--- config.mk ---
export PLATFORM = sky130hd
export DESIGN_NAME = index_sequencer_flat
export DESIGN_NICKNAME = d
export VERILOG_FILES = /design/src/rtl/index_sequencer_if.sv /design/src/rtl/index_sequencer.sv /design/src/flat_wrapper.sv
export SDC_FILE = /design/constraint.sdc
export NUM_CORES = 1
export LEC_CHECK = 0
export ABC_AREA = 1
export BUFFER_PORTS_ARGS = -buffer_cell sky130_fd_sc_hd__buf_4
export CAP_MARGIN = 20
export CORE_MARGIN = 2
export CORE_UTILIZATION = 49
export CTS_CLUSTER_DIAMETER = 200
export CTS_CLUSTER_SIZE = 28
export DETAILED_ROUTE_END_ITERATION = 12
export GPL_ROUTABILITY_DRIVEN = 0
export PLACE_DENSITY = 0.77
export SETUP_SLACK_MARGIN = 0.05
export SLEW_MARGIN = 5
export SYNTH_ARGS = -nofsm -noshare
export SYNTH_HDL_FRONTEND = slang
export SYNTH_SLANG_ARGS = --single-unit
--- constraint.sdc ---
create_clock -name CLK -period 2 [get_ports CLK]
set_input_delay 0.4 -clock CLK [delete_from_list [all_inputs] [get_ports CLK]]
set_output_delay 0.4 -clock CLK [all_outputs]
set_load 0.01 [all_outputs]
--- src/rtl/index_sequencer_if.sv ---
// Command and register-file bus of index_sequencer. The sequencer attaches
// through the slave modport; the requester plus the 16x4 file use master.
interface index_sequencer_if #(
    parameter int ADDR_W = 4,
    parameter int DATA_W = 4
);
    // Handshake: REQ is sampled only on an edge where BUSY=0; a REQ seen while
    // BUSY=1 is dropped, not queued. DONE pulses one cycle when the write has
    // committed, and RESULT/CARRY hold that command's outcome until the next DONE.
    logic              REQ;
    logic [1:0]        OP;
    logic [ADDR_W-1:0] IDX;
    logic [DATA_W-1:0] IMM;
    logic              BUSY;
    logic              DONE;
    logic [DATA_W-1:0] RESULT;
    logic              CARRY;
    logic [ADDR_W-1:0] RF_R_ADDR;
    logic [DATA_W-1:0] RF_R_DATA;
    logic              RF_S;
    logic [ADDR_W-1:0] RF_W_ADDR;
    logic [DATA_W-1:0] RF_W_DATA;

    modport slave (
        input  REQ, OP, IDX, IMM, RF_R_DATA,
        output BUSY, DONE, RESULT, CARRY, RF_R_ADDR, RF_S, RF_W_ADDR, RF_W_DATA
    );

    modport master (
        output REQ, OP, IDX, IMM, RF_R_DATA,
        input  BUSY, DONE, RESULT, CARRY, RF_R_ADDR, RF_S, RF_W_ADDR, RF_W_DATA
    );
endinterface

--- src/rtl/index_sequencer.sv ---
// Read-modify-write sequencer for the 16x4 index register file (LOAD/INC/DEC/ADD).
// Define INDEX_SEQ_SAT_EN for saturating arithmetic instead of modulo-16 wrap.
module index_sequencer #(
    parameter int ADDR_W = 4,
    parameter int DATA_W = 4
) (
    input  logic              CLK,
    input  logic              RST_N,
    index_sequencer_if.slave  bus,
    output logic [1:0]        dbg_state
);
    localparam logic [1:0] OP_LOAD = 2'b00;
    localparam logic [1:0] OP_INC  = 2'b01;
    localparam logic [1:0] OP_DEC  = 2'b10;
    localparam logic [1:0] OP_ADD  = 2'b11;
    localparam logic [DATA_W:0] ONE = {{DATA_W{1'b0}}, 1'b1};

    typedef enum logic [1:0] {
        IDLE  = 2'd0,
        READ  = 2'd1,
        WRITE = 2'd2
    } state_t;

    state_t            state;
    logic [1:0]        op_q;
    logic [ADDR_W-1:0] idx_q;
    logic [DATA_W-1:0] imm_q;
    logic [ADDR_W-1:0] w_addr_q;
    logic [DATA_W-1:0] w_data_q;
    logic              pend_carry_q;
    logic              done_q;
    logic [DATA_W-1:0] result_q;
    logic              carry_q;

    logic [DATA_W:0]   sum;
    logic [DATA_W-1:0] nxt_val;
    logic              nxt_carry;

    // Bit DATA_W of the widened sum is the carry for INC/ADD and the borrow for DEC.
    always_comb begin
        sum = {1'b0, imm_q};
        case (op_q)
            OP_INC:  sum = {1'b0, bus.RF_R_DATA} + ONE;
            OP_DEC:  sum = {1'b0, bus.RF_R_DATA} - ONE;
            OP_ADD:  sum = {1'b0, bus.RF_R_DATA} + {1'b0, imm_q};
            default: sum = {1'b0, imm_q};
        endcase
        nxt_carry = sum[DATA_W] & (op_q != OP_LOAD);
        nxt_val   = sum[DATA_W-1:0];
`ifdef INDEX_SEQ_SAT_EN
        if (nxt_carry) begin
            nxt_val = (op_q == OP_DEC) ? '0 : '1;
        end
`endif
    end

    always_ff @(posedge CLK) begin
        if (!RST_N) begin
            state        <= IDLE;
            op_q         <= '0;
            idx_q        <= '0;
            imm_q        <= '0;
            w_addr_q     <= '0;
            w_data_q     <= '0;
            pend_carry_q <= 1'b0;
            done_q       <= 1'b0;
            result_q     <= '0;
            carry_q      <= 1'b0;
        end else begin
            done_q <= 1'b0;
            case (state)
                IDLE: begin
                    if (bus.REQ) begin
                        op_q  <= bus.OP;
                        idx_q <= bus.IDX;
                        imm_q <= bus.IMM;
                        // LOAD needs no operand, so it bypasses the read cycle.
                        if (bus.OP == OP_LOAD) begin
                            w_addr_q     <= bus.IDX;
                            w_data_q     <= bus.IMM;
                            pend_carry_q <= 1'b0;
                            state        <= WRITE;
                        end else begin
                            state <= READ;
                        end
                    end
                end
                READ: begin
                    w_addr_q     <= idx_q;
                    w_data_q     <= nxt_val;
                    pend_carry_q <= nxt_carry;
                    state        <= WRITE;
                end
                WRITE: begin
                    done_q   <= 1'b1;
                    result_q <= w_data_q;
                    carry_q  <= pend_carry_q;
                    state    <= IDLE;
                end
                default: state <= IDLE;
            endcase
        end
    end

    // Gating with RST_N keeps a reset asserted during WRITE from corrupting the file.
    assign bus.RF_S      = (state == WRITE) & RST_N;
    assign bus.RF_R_ADDR = idx_q;
    assign bus.RF_W_ADDR = w_addr_q;
    assign bus.RF_W_DATA = w_data_q;
    assign bus.BUSY      = (state != IDLE);
    assign bus.DONE      = done_q;
    assign bus.RESULT    = result_q;
    assign bus.CARRY     = carry_q;
    assign dbg_state     = state;
endmodule

--- src/flat_wrapper.sv ---
// flat-port wrapper written by rule: the top's interface ports become plain ports
module index_sequencer_flat 
#(
    parameter int ADDR_W = 4,
    parameter int DATA_W = 4
)
  (CLK, RST_N, dbg_state, bus_REQ, bus_OP, bus_IDX, bus_IMM, bus_RF_R_DATA, bus_BUSY, bus_DONE, bus_RESULT, bus_CARRY, bus_RF_R_ADDR, bus_RF_S, bus_RF_W_ADDR, bus_RF_W_DATA);
  index_sequencer_if #(.ADDR_W(ADDR_W), .DATA_W(DATA_W)) bus_i ();
  input  logic CLK;
  input  logic RST_N;
  output logic [1:0] dbg_state;
  input wire logic [$bits(bus_i.REQ)-1:0] bus_REQ;
  input wire logic [$bits(bus_i.OP)-1:0] bus_OP;
  input wire logic [$bits(bus_i.IDX)-1:0] bus_IDX;
  input wire logic [$bits(bus_i.IMM)-1:0] bus_IMM;
  input wire logic [$bits(bus_i.RF_R_DATA)-1:0] bus_RF_R_DATA;
  output wire logic [$bits(bus_i.BUSY)-1:0] bus_BUSY;
  output wire logic [$bits(bus_i.DONE)-1:0] bus_DONE;
  output wire logic [$bits(bus_i.RESULT)-1:0] bus_RESULT;
  output wire logic [$bits(bus_i.CARRY)-1:0] bus_CARRY;
  output wire logic [$bits(bus_i.RF_R_ADDR)-1:0] bus_RF_R_ADDR;
  output wire logic [$bits(bus_i.RF_S)-1:0] bus_RF_S;
  output wire logic [$bits(bus_i.RF_W_ADDR)-1:0] bus_RF_W_ADDR;
  output wire logic [$bits(bus_i.RF_W_DATA)-1:0] bus_RF_W_DATA;
  assign bus_i.REQ = bus_REQ;
  assign bus_i.OP = bus_OP;
  assign bus_i.IDX = bus_IDX;
  assign bus_i.IMM = bus_IMM;
  assign bus_i.RF_R_DATA = bus_RF_R_DATA;
  assign bus_BUSY = bus_i.BUSY;
  assign bus_DONE = bus_i.DONE;
  assign bus_RESULT = bus_i.RESULT;
  assign bus_CARRY = bus_i.CARRY;
  assign bus_RF_R_ADDR = bus_i.RF_R_ADDR;
  assign bus_RF_S = bus_i.RF_S;
  assign bus_RF_W_ADDR = bus_i.RF_W_ADDR;
  assign bus_RF_W_DATA = bus_i.RF_W_DATA;
  index_sequencer #(.ADDR_W(ADDR_W), .DATA_W(DATA_W)) u_core (.CLK(CLK), .RST_N(RST_N), .bus(bus_i), .dbg_state(dbg_state));
endmodule
==> impl_results.md <==
* Most frequent cells in the layout: buf_4 (39), nor2_1 (29), dfxtp_1 (27), o21ai_0 (24), a21oi_1 (21)
* Final WS setup at ~0.18 ns
* Outcome: finished clean
* Initial Util at between 50% and 60%
* Via density at about 5.1
* Fillers at 223
* # diodes at 0
* Worst setup EP type: primary output
* Most common cell after layout, fill and taps aside: buf_4
* Core area at 2410 um2
* Period utilization at about nine tenths
* Total setup buffers inserted after CTS at 0
* Synth Area in XOR/XNOR at 0.716%
* Initial antenna violation count at 0
* Unrepaired setup endpoints after global routing: no
* Die area at roughly 2900 um2
* Via count at 1202
* Simple-gate area share of the yosys netlist at 20.6%
* Multiplexer area fraction after synthesis at 0%
* Post-synthesis cell type count at 20
* Detailed Routing Iterations Pass 1 at 4
* Yosys warning count at 0
* Vias in the first global route at 1017
* Crit path largest cell delay at roughly 0.38 ns
* Fin. max-slew vios at 0
* Req. time, crit path at approximately 1.6 ns
* Worst Tran Pin Value at ~0.42 ns
* Worst path arrival time at between 1 and 1.5 ns
* DRC Markers at 0
* Largest net degree at the start of global routing at 24
* Synth Instances at approximately 170
* H-tree depth at 1
* Clock root cell: clkbuf_4
* Syn_area_per_cell at roughly 7.4 um2
* Mapped Nets at 188
* DRT antenna net count at 0
* Initial drt markers at 13
* Slew HR at ~72%
* Slowest CP cell: dfxtp_1
* Max Clock Skew at about 0.0019 ns
* Later-pin clock latency in the skew report at 0.32 ns
* First-pass GRT wire length at 4440 um
* Crit Path Max Fanout at 7
* Floorplan row count at 18
* CTS tree: yes
* Io pins at 39
* Hpwl dp at around 2200 um
* Synth Cell Area at 1220 um2
* Maxcap violations at 0
* Post-synthesis sequential area ratio at between 40% and 50%
* Fin crit period at between 1.5 and 2 ns
* Layout net count at roughly 230
* Adder-cell area share of the yosys netlist at approximately 5.7%
* Worst setup path category: reg2out
* Worst Setup Start Kind: register
* GRT overflow at 0
* Worst VDD drop at 0.542 mV
* Hold Path Class: in2reg
* Static Leak at between 0.7 and 0.8 nW
* Chip width at between 50 and 60 um
* Maximum root-to-sink buffer count at 2
* Setup TNS Final at 0 ns
* Compound-cell area share of the yosys netlist at 21.3%
* Crit-path most repeated cell: inv_1
* Port bufs at 38
* Chip height at 53.9 um
* Synth Register Bits at 27
* F_max at 549 MHz
* Pwr dens at around 700 nW/um2
* CTS clk-pin slew, worst paths at between 0.1 and 0.15 ns
* Pre-CTS setup slack at roughly 0.33 ns
* # setup viols final at 0
* Post-Route WL at roughly 2900 um
* All-Layer GR Usage at 21.5%
* Layout cells sized above 1 at 23.5%
* Final Hold Fails at 0
* DR WL/cell at roughly 12 um
* Synth-to-Final Area Change at 26.9%
* Largest family of logic cells by synthesized area: compound AO/OA/AOI/OAI gates
* CP Cell Sequence: inv_1 > nor2_2 > inv_1 > nor2_1 > buf_4
* Overall Power at ~1.1 mW
* CTS sink count at 27
* CTS buffer count at 3
[per-stage QoR]
stage	instance area, um2	utilization, %	instances	hold WS [ns]
after floorplan	1220	-	166	0.446
after CTS	1550	64.3	234	0.306
final	1550	64.4	234	0.303
after global placement	1520	63.1	230	0.463
after detailed placement	1520	63.1	230	0.473
after global routing	1550	64.4	234	0.307
[repair_timing]
action,4_1_cts,5_1_grt
hold buffers,0,0
gates resized for setup,0,1
setup endpoints to repair,0,1
hold endpoints to repair,0,0
[area by class of cell]
cell class | instances | area (um2) | area share, %
Multi-Input combinational cell | 118 | 593 | 38.2
Sequential cell | 27 | 541 | 34.8
Timing Repair Buffer | 39 | 293 | 18.9
Inverter | 16 | 60.1 | 3.87
Tap cell | 30 | 37.5 | 2.42
Clock buffer | 3 | 22.5 | 1.45
Clock inverter | 1 | 5.00 | 0.323
[flip-flops by register name, indices dropped and copies added, names as in the netlist]
| name | flops |
|---|---|
| u_core.bus.CARRY | 1 |
| u_core.bus.DONE | 1 |
| u_core.bus.RESULT | 4 |
| u_core.bus.RF_R_ADDR | 4 |
| u_core.bus.RF_W_ADDR | 4 |
| u_core.bus.RF_W_DATA | 4 |
| u_core.dbg_state | 2 |
| u_core.imm_q | 4 |
| u_core.op_q | 2 |
| u_core.pend_carry_q | 1 |
[final timing paths]
| kind | to | slack [ns] | start | cells past startpoint |
|---|---|---|---|---|
| worst max-delay path | bus_RF_S | 0.18 | u_core.dbg_state[1] | 5 |
| worst min-delay path | u_core.bus.RF_R_ADDR[1] | 0.30 | bus_IDX[1] | 3 |
| worst max register to register | u_core.bus.RF_W_DATA[3] | 0.37 | u_core.op_q[1] | 10 |
| worst min register to register | u_core.pend_carry_q | 0.49 | u_core.pend_carry_q | 2 |
[critical path, delay by kind of cell, from the launching register on]
family                 cells  cell delay [ns]
flip-flops                 1             0.38
AND/OR/NAND/NOR            2             0.33
buffers and inverters      3             0.39
[synth_stat cells]
library cell / count / share of area [%]
nor2_1: 30 / 9.2
dfxtp_1: 27 / 44
o21ai_0: 24 / 9.8
a21oi_1: 21 / 8.6
nand2_1: 20 / 6.1
inv_1: 14 / 4.3
nand3_1: 8 / 3.3
a31oi_1: 4 / 2.0
ha_1: 4 / 4.1
clkbuf_1: 2 / 0.61
inv_2: 2 / 0.61
o21ai_1: 2 / 0.82
buf_2: 1 / 0.41
buf_4: 1 / 0.61
buf_6: 1 / 0.92
fa_1: 1 / 1.6
nor2_2: 1 / 0.51
nor2_4: 1 / 0.92
nor4_1: 1 / 0.51
xor2_1: 1 / 0.72
[metal layers]
layer | part of all wire, % | wire (um) | GRT usage (%)
met1 | 45 | 1310 | 26.5
met2 | 50 | 1450 | 37.6
met3 | 3.8 | 110 | 2.50
met4 | 1.2 | 36 | 8.97
met5 | 0 | 0 | 0
[logic make-up after synthesis]
| kind of cell | after synthesis |
|---|---|
| compound gates | 51 |
| xor+xnor | 1 |
| buf+inv | 21 |
| flops | 27 |
| simple gates | 61 |
| fa+ha+maj | 5 |
[where the power goes]
group | total [mW] | internal (mW) | leakage, nW | switching (mW)
combinational | 0.260 | 0.114 | 0.508 | 0.146
clock | 0.236 | 0.0750 | 0.0177 | 0.161
sequential | 0.607 | 0.579 | 0.222 | 0.0278
total | 1.10 | 0.768 | 0.748 | 0.334
No activity file was read; power rests on OpenSTA's default activity.
